## config.mk

```make
export PLATFORM = sky130hd
export DESIGN_NAME = tomasulo_cdb_sch_flat
export DESIGN_NICKNAME = d
export VERILOG_FILES = /design/src/rtl/tomasulo_cdb_sch_if.sv /design/src/rtl/tomasulo_cdb_sch.sv /design/src/flat_wrapper.sv
export SDC_FILE = /design/constraint.sdc
export NUM_CORES = 1
export LEC_CHECK = 0
export ABC_CLOCK_PERIOD_IN_PS = 2950
export CAP_MARGIN = 5
export CORE_MARGIN = 10
export CORE_UTILIZATION = 34
export CTS_CLUSTER_SIZE = 20
export DETAILED_ROUTE_END_ITERATION = 12
export GPL_TIMING_DRIVEN = 0
export PLACE_DENSITY = 0.72
export SKIP_LAST_GASP = 1
export SYNTH_ARGS = -nofsm -noshare
export SYNTH_HDL_FRONTEND = slang
export SYNTH_SLANG_ARGS = --single-unit
```

## constraint.sdc

```tcl
create_clock -name clk -period 2.95 [get_ports clk]
set_clock_uncertainty 0.2 [all_clocks]
set_input_delay 0.4425 -clock clk [delete_from_list [all_inputs] [get_ports clk]]
set_output_delay 0.4425 -clock clk [all_outputs]
set_load 0.1 [all_outputs]
```

## src/rtl/tomasulo_cdb_sch_if.sv

```systemverilog
`default_nettype none
// ============================================================================
// Module      : tomasulo_cdb_sch_if
// Description : Bundle between reservation stations / execution units and the
//               CDB scheduler. Carries the request/grant handshake, the
//               writeback bus, the slot-reservation vector and the registered
//               common data bus {vld, tag, wdata}.
// Revision    : 1.0 - initial release
// ============================================================================
interface tomasulo_cdb_sch_if #(
    parameter int RS_N   = 3,
    parameter int SCH_N  = 8,
    parameter int LAT_W  = 3,
    parameter int TAG_W  = 4,
    parameter int DATA_W = 8
);
    localparam int CDB_W = 1 + TAG_W + DATA_W;

    // request / grant handshake
    logic [RS_N-1:0]        req;
    logic [RS_N*LAT_W-1:0]  req_lat;
    logic [RS_N-1:0]        gnt;

    // execution-unit writebacks
    logic [RS_N-1:0]        wb_vld;
    logic [RS_N*TAG_W-1:0]  wb_tag;
    logic [RS_N*DATA_W-1:0] wb_wdata;

    // scheduler state visible to every RS
    logic [SCH_N-1:0]       sch_r;
    logic [CDB_W-1:0]       cdb_r;    // {vld, tag, wdata}
    logic                   err_r;

    // reservation stations and execution units
    modport master (
        output req, req_lat, wb_vld, wb_tag, wb_wdata,
        input  gnt, sch_r, cdb_r, err_r
    );

    // the scheduler
    modport slave (
        input  req, req_lat, wb_vld, wb_tag, wb_wdata,
        output gnt, sch_r, cdb_r, err_r
    );
endinterface
`default_nettype wire

```

## src/rtl/tomasulo_cdb_sch.sv

```systemverilog
`default_nettype none
// ============================================================================
// Module      : tomasulo_cdb_sch
// Description : CDB scheduler / arbiter. Grants one reservation station per
//               cycle a future CDB slot (same-cycle one-hot grant), tracks the
//               reserved slots in sch_r, and registers execution-unit
//               writebacks onto the common data bus. Flags collisions and
//               unscheduled writebacks in a sticky error bit.
//               Build option TOMASULO_CDB_SCH_RR_EN: round-robin arbitration;
//               when undefined, fixed priority (lowest index wins).
// Revision    : 1.0 - initial release
// ============================================================================
module tomasulo_cdb_sch #(
    parameter int RS_N   = 3,
    parameter int SCH_N  = 8,
    parameter int LAT_W  = 3,
    parameter int TAG_W  = 4,
    parameter int DATA_W = 8
) (
    input  logic               clk,
    input  logic               rst,
    tomasulo_cdb_sch_if.slave  bus
);
    localparam int PTR_W = (RS_N > 1) ? $clog2(RS_N) : 1;

    // ------------------------------------------------------------------
    // State
    // ------------------------------------------------------------------
    logic [SCH_N-1:0]  r_sch;
    logic              r_cdb_vld;
    logic [TAG_W-1:0]  r_cdb_tag;
    logic [DATA_W-1:0] r_cdb_wdata;
    logic              r_err;

    // ------------------------------------------------------------------
    // Per-RS latency unpack and eligibility
    // ------------------------------------------------------------------
    logic [LAT_W-1:0] w_lat [RS_N];
    logic [RS_N-1:0]  w_elig;

    // A latency of 0 or beyond the horizon can never be booked; the slot
    // L cycles ahead must still be free.
    for (genvar gi = 0; gi < RS_N; gi++) begin : g_rs
        assign w_lat[gi]  = bus.req_lat[gi*LAT_W +: LAT_W];
        assign w_elig[gi] = bus.req[gi]
                          && (w_lat[gi] != '0)
                          && (int'(w_lat[gi]) < SCH_N)
                          && !r_sch[w_lat[gi]];
    end

    // ------------------------------------------------------------------
    // Arbitration
    // ------------------------------------------------------------------
    logic             w_gnt_any;
    logic [PTR_W-1:0] w_gnt_idx;
    logic             w_gnt_vld;
    logic [RS_N-1:0]  w_gnt;

`ifdef TOMASULO_CDB_SCH_RR_EN
    logic [PTR_W-1:0]  r_rr_ptr;
    logic [RS_N-1:0]   w_rot;
    logic [PTR_W:0]    w_sum;
    logic [2*RS_N-1:0] w_dbl;

    // Rotate eligibility so the pointer lands on bit 0, pick the lowest
    // set bit, then rotate the winner's position back into RS numbering.
    always_comb begin
        w_dbl     = {w_elig, w_elig} >> r_rr_ptr;
        w_rot     = w_dbl[RS_N-1:0];
        w_gnt_any = 1'b0;
        w_sum     = '0;
        for (int k = 0; k < RS_N; k++) begin
            if (!w_gnt_any && w_rot[k]) begin
                w_gnt_any = 1'b1;
                w_sum     = (PTR_W+1)'(k) + {1'b0, r_rr_ptr};
            end
        end
        if (w_sum >= (PTR_W+1)'(RS_N)) begin
            w_sum = w_sum - (PTR_W+1)'(RS_N);
        end
        w_gnt_idx = w_sum[PTR_W-1:0];
    end

    // Pointer moves just past the last winner; holds when nobody is granted.
    always_ff @(posedge clk) begin
        if (rst) begin
            r_rr_ptr <= '0;
        end else if (w_gnt_vld) begin
            r_rr_ptr <= (w_gnt_idx == PTR_W'(RS_N-1)) ? '0 : w_gnt_idx + 1'b1;
        end
    end
`else
    // Fixed priority: the lowest-index eligible RS wins.
    always_comb begin
        w_gnt_any = 1'b0;
        w_gnt_idx = '0;
        for (int k = 0; k < RS_N; k++) begin
            if (!w_gnt_any && w_elig[k]) begin
                w_gnt_any = 1'b1;
                w_gnt_idx = PTR_W'(k);
            end
        end
    end
`endif

    // No grant may escape while the scheduler is being reset.
    assign w_gnt_vld = w_gnt_any && !rst;
    assign w_gnt     = w_gnt_vld ? (RS_N'(1) << w_gnt_idx) : '0;

    // ------------------------------------------------------------------
    // Slot booking
    // ------------------------------------------------------------------
    logic [LAT_W-1:0] w_gnt_lat;
    logic [SCH_N-1:0] w_slot;

    assign w_gnt_lat = w_lat[w_gnt_idx];

    // The vector shifts by one at the same edge, so a slot L cycles away
    // from the granting cycle lands on bit L-1.
    always_comb begin
        w_slot = '0;
        if (w_gnt_vld) begin
            w_slot[w_gnt_lat - 1'b1] = 1'b1;
        end
    end

    // Reservation vector: age every slot by one cycle and add the new booking.
    always_ff @(posedge clk) begin
        if (rst) begin
            r_sch <= '0;
        end else begin
            r_sch <= (r_sch >> 1) | w_slot;
        end
    end

    // ------------------------------------------------------------------
    // Writeback mux and protocol checks
    // ------------------------------------------------------------------
    logic              w_wb_any;
    logic              w_wb_multi;
    logic              w_wb_unsched;
    logic [TAG_W-1:0]  w_wb_tag;
    logic [DATA_W-1:0] w_wb_wdata;

    // Scan from the top so the lowest asserted unit is the last to write.
    always_comb begin
        w_wb_tag   = '0;
        w_wb_wdata = '0;
        for (int i = RS_N-1; i >= 0; i--) begin
            if (bus.wb_vld[i]) begin
                w_wb_tag   = bus.wb_tag[i*TAG_W +: TAG_W];
                w_wb_wdata = bus.wb_wdata[i*DATA_W +: DATA_W];
            end
        end
    end

    // More than one bit set iff clearing the lowest set bit leaves something.
    assign w_wb_any     = |bus.wb_vld;
    assign w_wb_multi   = |(bus.wb_vld & (bus.wb_vld - 1'b1));
    assign w_wb_unsched = w_wb_any && !r_sch[1];

    // Registered CDB: valid follows writebacks, payload holds when idle.
    always_ff @(posedge clk) begin
        if (rst) begin
            r_cdb_vld   <= 1'b0;
            r_cdb_tag   <= '0;
            r_cdb_wdata <= '0;
        end else begin
            r_cdb_vld <= w_wb_any;
            if (w_wb_any) begin
                r_cdb_tag   <= w_wb_tag;
                r_cdb_wdata <= w_wb_wdata;
            end
        end
    end

    // Sticky error: cleared only by reset.
    always_ff @(posedge clk) begin
        if (rst) begin
            r_err <= 1'b0;
        end else if (w_wb_multi || w_wb_unsched) begin
            r_err <= 1'b1;
        end
    end

    // ------------------------------------------------------------------
    // Outputs
    // ------------------------------------------------------------------
    assign bus.gnt   = w_gnt;
    assign bus.sch_r = r_sch;
    assign bus.cdb_r = {r_cdb_vld, r_cdb_tag, r_cdb_wdata};
    assign bus.err_r = r_err;

endmodule
`default_nettype wire
```

## src/flat_wrapper.sv

```systemverilog
// flat-port wrapper written by rule: the top's interface ports become plain ports
module tomasulo_cdb_sch_flat 
#(
    parameter int RS_N   = 3,
    parameter int SCH_N  = 8,
    parameter int LAT_W  = 3,
    parameter int TAG_W  = 4,
    parameter int DATA_W = 8
)
  (clk, rst, bus_req, bus_req_lat, bus_wb_vld, bus_wb_tag, bus_wb_wdata, bus_gnt, bus_sch_r, bus_cdb_r, bus_err_r);
  tomasulo_cdb_sch_if #(.RS_N(RS_N), .SCH_N(SCH_N), .LAT_W(LAT_W), .TAG_W(TAG_W), .DATA_W(DATA_W)) bus_i ();
  input  logic clk;
  input  logic rst;
  input wire logic [$bits(bus_i.req)-1:0] bus_req;
  input wire logic [$bits(bus_i.req_lat)-1:0] bus_req_lat;
  input wire logic [$bits(bus_i.wb_vld)-1:0] bus_wb_vld;
  input wire logic [$bits(bus_i.wb_tag)-1:0] bus_wb_tag;
  input wire logic [$bits(bus_i.wb_wdata)-1:0] bus_wb_wdata;
  output wire logic [$bits(bus_i.gnt)-1:0] bus_gnt;
  output wire logic [$bits(bus_i.sch_r)-1:0] bus_sch_r;
  output wire logic [$bits(bus_i.cdb_r)-1:0] bus_cdb_r;
  output wire logic [$bits(bus_i.err_r)-1:0] bus_err_r;
  assign bus_i.req = bus_req;
  assign bus_i.req_lat = bus_req_lat;
  assign bus_i.wb_vld = bus_wb_vld;
  assign bus_i.wb_tag = bus_wb_tag;
  assign bus_i.wb_wdata = bus_wb_wdata;
  assign bus_gnt = bus_i.gnt;
  assign bus_sch_r = bus_i.sch_r;
  assign bus_cdb_r = bus_i.cdb_r;
  assign bus_err_r = bus_i.err_r;
  tomasulo_cdb_sch #(.RS_N(RS_N), .SCH_N(SCH_N), .LAT_W(LAT_W), .TAG_W(TAG_W), .DATA_W(DATA_W)) u_core (.clk(clk), .rst(rst), .bus(bus_i));
endmodule
```

==> load_flow_metrics.sql, run 1 <==
INSERT INTO impl_metrics (metric_group, metric, value, unit) VALUES
('floorplan', 'die_h', '82.7', 'microns'),
('run', 'max_cap_violations', '0', ''),
('detailed_routing', 'first_iter_violations', '74', ''),
('worst_setup_path', 'worst_path_required', '2.92', 'ns'),
('yosys', 'syn-mean-instance-area', '8.74', 'sq um'),
('global_routing', 'global_route.usage.total', '0.150', ''),
('layout', 'num-nets-final', '306', ''),
('worst_setup_path', 'crit_arrival', '3.02', 'ns'),
('power', 'power_frac_comb', '0.587', ''),
('yosys', 'synth.distinct_cells', '41', ''),
('global_routing', 'grt_antenna_before_repair', '0', ''),
('worst_setup_path', 'startpoint_type', 'register', ''),
('worst_setup_path', 'timing.critical_path.max_delay_family', 'compound AO/OA/AOI/OAI gates', ''),
('timing', 'post-route-worst-setup-slack', '-0.101', 'ns'),
('detailed_routing', 'first_pass_iters', '4', ''),
('worst_setup_path', 'cp_slowest_cell', 'sky130_fd_sc_hd__mux4_2', ''),
('yosys', 'synthArstFlopShare', '0', ''),
('power', 'p_int', '742', 'uW'),
('yosys', 'largest_family_of_logic_cells_by_synthesized_area', 'compound AO/OA/AOI/OAI gates', ''),
('min_path', 'holdCritPathClass', 'register to register', ''),
('worst_setup_path', 'reg2reg_depth', '12', ''),
('worst_setup_path', 'reg2reg_to', 'u_core.bus.sch_r[0]', ''),
('worst_setup_path', 'crit_chain', 'mux4_2 -> a21o_4 -> nand2b_4 -> o22a_1 -> o22ai_2 -> ha_4 -> nand2_2 -> nor2_2 -> o21bai_2 -> mux2i_4 -> o2bb2a_4 -> o32ai_2', ''),
('global_routing', 'maximum_number_of_pins_on_one_net_before_global_route_repair', '13', ''),
('timing', 'drv_slew', '0', ''),
('worst_setup_path', 'regToRegStartpoint', 'u_core.bus.sch_r[6]', ''),
('power', 'leakagePower', '0.000982', 'uW'),
('power', 'irDropWorstVdd', '373', 'uV'),
('floorplan', 'core.rowCount', '22', ''),
('detailed_routing', 'drc_errors', '0', ''),
('timing', 'fmax', '328', 'MHz'),
('clock_network', 'cts.htree.levels', '1', ''),
('timing', 'timing.hold.ws', '0.284', 'ns'),
('yosys', 'proportion_of_synthesized_chip_area_in_sequential_cells', '0.329', ''),
('place', 'dp.final_hpwl', '3970', 'microns'),
('layout', 'layout.cells.most_common', 'sky130_fd_sc_hd__clkdlybuf4s50_1', ''),
('detailed_routing', 'avgViaCountPerCell', '5.45', ''),
('power', 'power_density', '525', 'nW/um^2'),
('power', 'power', '1350', 'uW'),
('yosys', 'yosys_register_bits', '22', ''),
('global_routing', 'grt_remaining_overflow', '0', ''),
('detailed_routing', 'antenna_violating_nets_post_route', '0', ''),
('clock_network', 'holdBufCountCts', '0', ''),
('worst_setup_path', 'reg2reg_slack', '-0.10', 'ns'),
('yosys', 'ys.warnings.count', '0', ''),
('worst_setup_path', 'critPathMaxStageDelay', '0.51', 'ns'),
('clock_network', 'tritoncts', 'yes', ''),
('timing', 'max_slew.worst_pin.slew', '1.02', 'ns'),
('clock_network', 'cell_chosen_for_the_clock_root', 'sky130_fd_sc_hd__clkbuf_8', ''),
('min_path', 'hold_path_end', 'u_core.r_cdb_wdata[1]', ''),
('run_status', 'failing_checks', 'setup timing', ''),
('layout', 'antenna_cells_inserted', '0', ''),
('clock_network', 'numClockSinks', '22', ''),
('worst_setup_path', 'worstSetupPathType', 'register to register', ''),
('yosys', 'mux_cell_area_share_after_synthesis', '0.0907', ''),
('detailed_routing', 'route.detailed.wl_per_inst', '18.1', 'microns'),
('yosys', 'post_synth_inst_count', '153', ''),
('yosys', 'synth_compound_gate_area_share', '0.339', ''),
('worst_setup_path', 'critical_path_peak_fanout', '5', ''),
('timing', 'finalCritPeriodShare', '1.03', ''),
('timing', 'total_setup_violations_reported_at_the_end_of_the_flow', '7', ''),
('floorplan', 'i_o_pins', '78', ''),
('power', 'p_clk_frac', '0.137', ''),
('floorplan', 'initial_core_util', '0.357', ''),
('timing', 'setup_repair_after_global_routing_missed_its_margin', 'yes', ''),
('run_status', 'outcome', 'finished with violations', ''),
('floorplan', 'fp.dieW', '82.7', 'microns'),
('min_path', 'hold-path-cell-count', '1', ''),
('detailed_routing', 'detailed_route_wire_length', '5420', 'microns'),
('floorplan', 'fp.coreArea', '3740', 'sq um'),
('power', 'netSwitchingFraction', '0.451', '');
-- area by class of cell --
class | count | area, sq um
multi-input cells | 113 | 1040
clock buffers | 4 | 45.0
plain buffers | 10 | 46.3
fillers | 293 | 1170
repair buffers | 94 | 881
inverters | 8 | 32.5
flip-flops and latches | 22 | 467
well taps | 48 | 60.1
-- metal layers --
layer,vias to the layer above,share of wire,track usage
met1,763,0.39,0.163
met2,82,0.47,0.252
met4,0,0.015,0.0351
li1,777,-,-
met5,-,0,0
met3,8,0.12,0.0821
-- cell families (layout without fill, tap and decap cells) --
kind of cell	Yosys count	in the layout
DFF	22	22
xor gates and xnor gates	2	2
and+or+nand+nor	43	43
buffers and inverters	18	116
muxes	8	8
adders and majority gates	1	1
AOI/OAI and AO/OA	59	59
-- worst max path at each step --
| stage | from | endpoint | cells past startpoint |
|---|---|---|---|
| final | u_core.bus.sch_r[6] | u_core.bus.sch_r[0] | 12 |
| after global routing | u_core.bus.sch_r[7] | u_core.bus.sch_r[0] | 12 |
| after CTS | u_core.bus.sch_r[7] | u_core.bus.sch_r[0] | 12 |
| after detailed placement | bus_req_lat[6] | u_core.bus.sch_r[3] | 13 |
| after global placement | bus_req_lat[6] | bus_gnt[2] | 6 |
| after floorplan | u_core.bus.sch_r[7] | u_core.bus.sch_r[2] | 12 |
-- state kept, by name, summed over array words and instances, names as in the netlist --
register	count
u_core.bus.err_r	1
u_core.bus.sch_r	8
u_core.r_cdb_tag	4
u_core.r_cdb_vld	1
u_core.r_cdb_wdata	8
-- repair_timing --
action / CTS / global route
endpoints found under the setup margin: 11 / 10
pin swaps: 9 / 9
setup buffers: 11 / 8
resized for setup: 51 / 25
-- power groups by stage --
stage	Clock [uW]	Sequential [uW]	Combinational [uW]
after CTS	191	371	716
final	185	373	794
after global placement	0	380	628
after detailed placement	0	378	633
after global routing	200	378	833
after floorplan	0	600	215
-- cells in the mapped netlist, types with 2 or more instances --
master,count,share of area
sky130_fd_sc_hd__a211o_2,2,0.015
sky130_fd_sc_hd__a21oi_1,3,0.011
sky130_fd_sc_hd__a221oi_1,2,0.013
sky130_fd_sc_hd__a22o_1,12,0.079
sky130_fd_sc_hd__a22oi_1,11,0.062
sky130_fd_sc_hd__clkbuf_1,7,0.020
sky130_fd_sc_hd__dfxtp_1,22,0.33
sky130_fd_sc_hd__inv_1,7,0.020
sky130_fd_sc_hd__mux2i_1,5,0.037
sky130_fd_sc_hd__mux4_2,2,0.034
sky130_fd_sc_hd__nand2_1,19,0.053
sky130_fd_sc_hd__nor2_1,10,0.028
sky130_fd_sc_hd__nor3_1,4,0.015
sky130_fd_sc_hd__o21ai_0,13,0.049
sky130_fd_sc_hd__o32ai_1,7,0.046
sky130_fd_sc_hd__xor2_1,2,0.013
-- metrics by stage --
step	utilization	setup TNS [ns]	cell area, sq um	worst slack (ns)	cells
6_report	0.688	-0.537	2570	-0.101	299
5_1_grt	0.688	-1.27	2570	-0.180	299
4_1_cts	0.651	-0.201	2440	-0.0434	291
3_5_place_dp	0.591	-9.58	2210	-0.949	276
3_3_place_gp	0.591	-9.06	2210	-0.903	276
2_1_floorplan	-	0	1400	0.00232	153
Note: power is estimated with default switching activity, not from simulation.
==> run 2, diff against run 1 <==
--- a/config.mk
+++ b/config.mk
@@ -13,6 +13,7 @@
 export DETAILED_ROUTE_END_ITERATION = 12
 export GPL_TIMING_DRIVEN = 0
 export PLACE_DENSITY = 0.72
+export SKIP_CTS_REPAIR_TIMING = 1
 export SKIP_LAST_GASP = 1
 export SYNTH_ARGS = -nofsm -noshare
 export SYNTH_HDL_FRONTEND = slang
==> run 2 against run 1 <==
Effect of this change:
- combinational power decreased by 8.9%
- the run still ends with setup timing left
- die area unchanged
- critical path depth increased by 1
- largest power group unchanged
- sequential power about the same
- register-to-register slack got worse by 0.11 ns
- cell area decreased by 5.2%
- maximum frequency decreased by 3.5%
==> load_flow_metrics.sql, run 2 (synthesized netlist as in run 1, its figures left out) <==
INSERT INTO impl_metrics (metric_group, metric, value, unit) VALUES
('worst_setup_path', 'worst_path_required', '2.92', 'ns'),
('layout', 'final_cell_mix', 'sky130_fd_sc_hd__clkdlybuf4s50_1 (64), sky130_fd_sc_hd__nand2_1 (19), sky130_fd_sc_hd__dfxtp_1 (15)', ''),
('global_routing', 'grt_remaining_overflow', '0', ''),
('clock_network', 'tritoncts', 'yes', ''),
('worst_setup_path', 'worstSetupPathType', 'primary input to register', ''),
('layout', 'final_util', '0.652', ''),
('worst_setup_path', 'worstSetupStartpoint', 'bus_req_lat[3]', ''),
('clock_network', 'worstSkewPairLatency', '0.26', 'ns'),
('clock_network', 'numClockSinks', '22', ''),
('power', 'p_clk_frac', '0.147', ''),
('clock_network', 'cell_chosen_for_the_clock_root', 'sky130_fd_sc_hd__clkbuf_8', ''),
('global_routing', 'grt_antenna_before_repair', '0', ''),
('detailed_routing', 'drc_errors', '0', ''),
('detailed_routing', 'avgViaCountPerCell', '5.44', ''),
('floorplan', 'die_h', '82.7', 'microns'),
('worst_setup_path', 'startpoint_type', 'primary input', ''),
('timing', 'post-route-worst-setup-slack', '-0.211', 'ns'),
('clock_network', 'max-clock-path-buffers', '2', ''),
('detailed_routing', 'first_pass_iters', '4', ''),
('global_routing', 'global_route_wire_length_before_repair', '7540', 'microns'),
('power', 'power_frac_comb', '0.563', ''),
('floorplan', 'core.rowCount', '22', ''),
('power', 'leakagePower', '0.000965', 'uW'),
('detailed_routing', 'first_iter_violations', '64', ''),
('layout', 'layout.cells.most_common', 'sky130_fd_sc_hd__clkdlybuf4s50_1', ''),
('worst_setup_path', 'timing.critical_path.max_delay_family', 'compound AO/OA/AOI/OAI gates', ''),
('run_status', 'outcome', 'finished with violations', ''),
('timing', 'setup_repair_after_global_routing_missed_its_margin', 'yes', ''),
('power', 'p_switching', '589', 'uW'),
('timing', 'worst_slew_margin_rel', '0.324', ''),
('timing', 'final-hold-violation-count', '0', ''),
('detailed_routing', 'routed.top_layer', 'met4', ''),
('timing', 'drv_slew', '0', ''),
('layout', 'layout-drive-gt1-share', '0.232', ''),
('place', 'gpl.final_weighted_congestion', '0.756', ''),
('global_routing', 'number_of_global_route_vias_before_repair', '1566', ''),
('worst_setup_path', 'crit_chain', 'clkbuf_2 -> mux4_2 -> nand2_1 -> nand3_4 -> a21oi_4 -> a2bb2oi_4 -> inv_2 -> ha_2 -> buf_4 -> xor2_1 -> mux2i_2 -> o2bb2a_4 -> o32ai_2', ''),
('floorplan', 'fp.dieW', '82.7', 'microns'),
('floorplan', 'fp.coreArea', '3740', 'sq um'),
('layout', 'antenna_cells_inserted', '0', ''),
('timing', 'sum_neg_setup_slack', '-1.42', 'ns'),
('power', 'netSwitchingFraction', '0.458', ''),
('clock_network', 'numCtsBuffers', '3', ''),
('place', 'port_buffers', '75', ''),
('worst_setup_path', 'endpoint_kind', 'register', ''),
('clock_network', 'cts.htree.levels', '1', ''),
('timing', 'fin_crit', '3.16', 'ns'),
('power', 'power_density', '526', 'nW/um^2'),
('worst_setup_path', 'critPathMaxStageDelay', '0.50', 'ns'),
('worst_setup_path', 'crit_arrival', '3.13', 'ns'),
('power', 'power', '1280', 'uW'),
('global_routing', 'global_route.usage.total', '0.140', ''),
('min_path', 'holdCritPathClass', 'register to register', ''),
('worst_setup_path', 'cp_num_buf_inv', '3', ''),
('timing', 'max_slew.worst_pin.slew', '1.01', 'ns'),
('min_path', 'min_from', 'u_core.bus.err_r', ''),
('detailed_routing', 'met2_wirelength', '2470', 'microns'),
('floorplan', 'i_o_pins', '78', ''),
('timing', 'finalCritPeriodShare', '1.07', ''),
('worst_setup_path', 'critical_path_peak_fanout', '7', ''),
('detailed_routing', 'via_count', '1572', ''),
('detailed_routing', 'route.detailed.wl_per_inst', '18.1', 'microns'),
('floorplan', 'dieArea', '6840', 'sq um'),
('detailed_routing', 'wl_met3', '647', 'microns'),
('timing', 'fmax', '316', 'MHz'),
('timing', 'total_setup_violations_reported_at_the_end_of_the_flow', '9', ''),
('clock_network', 'clk_pin_slew', '0.08', 'ns'),
('run', 'max_cap_violations', '0', ''),
('layout', 'n_fill_cell', '318', ''),
('worst_setup_path', 'reg2reg_slack', '-0.21', 'ns'),
('floorplan', 'initial_core_util', '0.357', ''),
('power', 'irDropWorstVdd', '369', 'uV'),
('power', 'pwr-share-seq', '0.291', ''),
('global_routing', 'maximum_number_of_pins_on_one_net_before_global_route_repair', '13', ''),
('place', 'dp.final_hpwl', '3970', 'microns'),
('run_status', 'failing_checks', 'setup timing', ''),
('detailed_routing', 'met1_length', '2070', 'microns'),
('detailed_routing', 'detailed_route_wire_length', '5240', 'microns'),
('power', 'p_int', '695', 'uW'),
('layout', 'area.growth.synth_to_final', '82.4', '%'),
('worst_setup_path', 'regToRegStartpoint', 'u_core.bus.sch_r[7]', ''),
('worst_setup_path', 'cp_slowest_cell', 'sky130_fd_sc_hd__mux4_2', ''),
('detailed_routing', 'antenna_violating_nets_post_route', '0', ''),
('layout', 'num-nets-final', '296', '');
## run 2: stage by stage
step | setup WS [ns] | cell area [sq um] | cells | hold slack, ns
6_report | -0.211 | 2440 | 289 | 0.284
3_3_place_gp | -0.903 | 2210 | 276 | 0.251
5_1_grt | -0.315 | 2440 | 289 | 0.310
3_5_place_dp | -0.949 | 2210 | 276 | 0.263
2_1_floorplan | 0.00232 | 1400 | 153 | 0.414
4_1_cts | -0.951 | 2260 | 280 | 0.287
## run 2: final cells by class
cell class / count / area (sq um) / area share
Multi-Input combinational cell: 113 / 981 / 0.402
Buffer: 10 / 46.3 / 0.0190
Tap cell: 48 / 60.1 / 0.0246
Inverter: 8 / 30.0 / 0.0123
Timing Repair Buffer: 84 / 811 / 0.332
Clock buffer: 4 / 45.0 / 0.0185
Sequential cell: 22 / 467 / 0.191
## run 2: routing by layer
layer / vias up / track usage
met5: - / 0
met2: 74 / 0.223
met1: 735 / 0.158
met4: 0 / 0.0301
met3: 6 / 0.0821
li1: 757 / -
## run 2: power groups by stage
stage	logic, uW	clock network, uW	registers, uW
finish	723	188	373
global route	758	200	378
CTS	635	191	372
detailed placement	633	0	378
global placement	628	0	380
floorplan	215	0	600
## run 2: worst paths after layout
| path | to | cells past startpoint |
|---|---|---|
| worst max-delay path | u_core.bus.sch_r[0] | 13 |
| worst min-delay path | u_core.bus.err_r | 2 |
| worst max register to register | u_core.bus.sch_r[0] | 12 |
| worst min register to register | u_core.bus.err_r | 2 |
## run 2: worst reg2reg max path, stage by stage (launching register included)
cell and delay, ns:
sky130_fd_sc_hd__dfxtp_4 0.36, sky130_fd_sc_hd__mux4_2 0.45, sky130_fd_sc_hd__nand2_1 0.12, sky130_fd_sc_hd__nand3_4 0.16
sky130_fd_sc_hd__a21oi_4 0.25, sky130_fd_sc_hd__a2bb2oi_4 0.22, sky130_fd_sc_hd__inv_2 0.08, sky130_fd_sc_hd__ha_2 0.22
sky130_fd_sc_hd__buf_4 0.14, sky130_fd_sc_hd__xor2_1 0.15, sky130_fd_sc_hd__mux2i_2 0.25, sky130_fd_sc_hd__o2bb2a_4 0.23
sky130_fd_sc_hd__o32ai_2 0.25
==> run 3, diff against run 2 <==
--- a/config.mk
+++ b/config.mk
@@ -7,7 +7,7 @@
 export LEC_CHECK = 0
 export ABC_CLOCK_PERIOD_IN_PS = 2950
 export CAP_MARGIN = 5
-export CORE_MARGIN = 10
+export CORE_MARGIN = 3
 export CORE_UTILIZATION = 34
 export CTS_CLUSTER_SIZE = 20
 export DETAILED_ROUTE_END_ITERATION = 12
==> run 3 against run 2 <==
Effect of this change:
- the flow still finishes with violations (setup timing)
- combinational power increased by 2%
- sequential cell count unchanged
- critical path depth decreased by 1
- hold slack got worse by 0.0020 ns
- wire length decreased by 15%
- first-iteration DRC count decreased by 30%
- via count decreased by 0.95%
- count of clock-buffer cells in the layout decreased by 1
- clock power increased by 47%
- maximum frequency increased by 2.5%
- die area decreased by 31%
- largest power group unchanged
==> load_flow_metrics.sql, run 3 (synthesized netlist as in run 1, its figures left out) <==
INSERT INTO impl_metrics (metric_group, metric, value, unit) VALUES
('clock_network', 'max-clock-path-buffers', '2', ''),
('worst_setup_path', 'crit_chain', 'clkdlybuf4s50_1 -> a221oi_2 -> and3b_4 -> a21oi_4 -> a2bb2oi_4 -> inv_4 -> ha_4 -> nor2_1 -> o21bai_1 -> mux2i_2 -> o2bb2a_4 -> o32ai_2', ''),
('global_routing', 'grt_remaining_overflow', '0', ''),
('global_routing', 'grt_antenna_before_repair', '0', ''),
('layout', 'antenna_cells_inserted', '0', ''),
('floorplan', 'dieArea', '4720', 'sq um'),
('floorplan', 'fp.coreArea', '3720', 'sq um'),
('timing', 'post-route-worst-setup-slack', '-0.133', 'ns'),
('clock_network', 'clk_pin_slew', '0.07', 'ns'),
('timing', 'fmax', '324', 'MHz'),
('detailed_routing', 'detailed_route_wire_length', '4480', 'microns'),
('clock_network', 'numCtsBuffers', '3', ''),
('place', 'port_buffers', '75', ''),
('layout', 'final_design_area_no_fill', '2510', 'sq um'),
('worst_setup_path', 'reg2reg_slack', '-0.12', 'ns'),
('floorplan', 'fp.dieW', '68.7', 'microns'),
('run', 'max_cap_violations', '0', ''),
('timing', 'total_setup_violations_reported_at_the_end_of_the_flow', '8', ''),
('detailed_routing', 'first_pass_iters', '4', ''),
('run_status', 'failing_checks', 'setup timing', ''),
('min_path', 'holdCritPathClass', 'register to register', ''),
('power', 'leakagePower', '0.000997', 'uW'),
('clock_network', 'cts.htree.levels', '1', ''),
('worst_setup_path', 'critPathMaxStageDelay', '0.51', 'ns'),
('clock_network', 'cell_chosen_for_the_clock_root', 'sky130_fd_sc_hd__clkbuf_8', ''),
('timing', 'fin_crit', '3.08', 'ns'),
('layout', 'final_cell_mix', 'sky130_fd_sc_hd__clkdlybuf4s50_1 (64), sky130_fd_sc_hd__nand2_1 (17), sky130_fd_sc_hd__dfxtp_1 (15)', ''),
('global_routing', 'number_of_global_route_vias_before_repair', '1441', ''),
('timing', 'final-hold-violation-count', '0', ''),
('min_path', 'min_from', 'u_core.bus.err_r', ''),
('worst_setup_path', 'endpoint_kind', 'register', ''),
('worst_setup_path', 'path_depth', '12', ''),
('min_path', 'hold_path_end', 'u_core.bus.err_r', ''),
('global_routing', 'global_route.usage.total', '0.172', ''),
('floorplan', 'die_h', '68.7', 'microns'),
('layout', 'area.growth.synth_to_final', '87.7', '%'),
('worst_setup_path', 'startpoint_type', 'primary input', ''),
('timing', 'drv_slew', '0', ''),
('detailed_routing', 'route.detailed.wl_per_inst', '15.3', 'microns'),
('global_routing', 'global_route_wire_length_before_repair', '6110', 'microns'),
('timing', 'finalCritPeriodShare', '1.05', ''),
('worst_setup_path', 'cp_slowest_cell', 'sky130_fd_sc_hd__clkdlybuf4s50_1', ''),
('clock_network', 'worstSkewPairLatency', '0.26', 'ns'),
('detailed_routing', 'via_count', '1557', ''),
('min_path', 'hold-path-cell-count', '2', ''),
('timing', 'setup_repair_after_global_routing_missed_its_margin', 'yes', ''),
('clock_network', 'tritoncts', 'yes', ''),
('worst_setup_path', 'reg2reg_depth', '12', ''),
('power', 'power_density', '553', 'nW/um^2'),
('detailed_routing', 'antenna_violating_nets_post_route', '0', ''),
('floorplan', 'i_o_pins', '78', ''),
('layout', 'layout.cells.most_common', 'sky130_fd_sc_hd__clkdlybuf4s50_1', ''),
('floorplan', 'initial_core_util', '0.360', ''),
('power', 'irDropWorstVdd', '197', 'uV'),
('detailed_routing', 'first_iter_violations', '45', ''),
('layout', 'layout-drive-gt1-share', '0.245', ''),
('global_routing', 'maximum_number_of_pins_on_one_net_before_global_route_repair', '14', ''),
('worst_setup_path', 'worst_path_required', '2.92', 'ns'),
('clock_network', 'numClockSinks', '22', ''),
('power', 'power', '1390', 'uW'),
('worst_setup_path', 'timing.critical_path.max_delay_family', 'compound AO/OA/AOI/OAI gates', ''),
('detailed_routing', 'drc_errors', '0', ''),
('worst_setup_path', 'regToRegStartpoint', 'u_core.bus.sch_r[7]', ''),
('worst_setup_path', 'crit_arrival', '3.05', 'ns'),
('timing', 'worst_slew_margin_rel', '0.332', ''),
('place', 'dp.final_hpwl', '3190', 'microns'),
('worst_setup_path', 'critical_path_peak_fanout', '5', ''),
('place', 'dpl_cell_area', '2210', 'sq um'),
('worst_setup_path', 'reg2reg_to', 'u_core.bus.sch_r[1]', ''),
('detailed_routing', 'avgViaCountPerCell', '5.31', ''),
('floorplan', 'core.rowCount', '22', ''),
('worst_setup_path', 'worstSetupPathType', 'primary input to register', ''),
('layout', 'num-nets-final', '300', ''),
('run_status', 'outcome', 'finished with violations', ''),
('worst_setup_path', 'cp_num_buf_inv', '2', ''),
('timing', 'max_slew.worst_pin.slew', '0.999', 'ns'),
('place', 'gpl.final_weighted_congestion', '0.796', '');
run 3: worst max path at each step:
| stage | endpoint | slack (ns) | startpoint |
|---|---|---|---|
| floorplan | u_core.bus.sch_r[2] | 0.002 | u_core.bus.sch_r[7] |
| global placement | bus_gnt[2] | -0.90 | bus_req_lat[6] |
| detailed placement | bus_gnt[2] | -0.90 | bus_req_lat[6] |
| CTS | bus_gnt[2] | -0.90 | bus_req_lat[6] |
| global route | u_core.bus.sch_r[1] | -0.22 | bus_req_lat[1] |
| finish | u_core.bus.sch_r[1] | -0.13 | bus_req_lat[1] |
run 3: layout make-up:
type | count | area, sq um
Buffer | 10 | 46.3
Clock buffer | 3 | 41.3
Clock inverter | 1 | 30.0
Fill cell | 302 | 1210
Inverter | 8 | 32.5
Multi-Input combinational cell | 113 | 990
Sequential cell | 22 | 467
Tap cell | 48 | 60.1
Timing Repair Buffer | 88 | 843
run 3: worst min-delay path, delay by kind of cell, from the launching register on:
kind	cells	cell delay, ns
AND/OR/NAND/NOR	2	0.12
flip-flops	1	0.34
run 3: layer usage:
layer,vias to the layer above,GRT usage,share of wire
met2,82,0.297,0.48
li1,767,-,-
met4,0,0.0584,0.015
met1,700,0.182,0.39
met3,8,0.0827,0.12
met5,-,0,0
run 3: metrics by stage:
step                      setup WS (ns)  TNS [ns]  cells  hold slack, ns   util
after detailed placement         -0.896     -9.29    276           0.261  0.595
after global placement           -0.903     -9.06    276           0.259  0.595
after CTS                        -0.902     -7.26    280           0.286  0.614
final                            -0.133    -0.756    293           0.282  0.675
after global routing             -0.218     -1.51    293           0.301  0.675
after floorplan                 0.00232         0    153           0.414      -
run 3: power breakdown:
group / switching (uW) / total, uW / internal (uW)
combinational: 460 / 739 / 279
sequential: 37.5 / 374 / 337
clock: 94.5 / 276 / 181
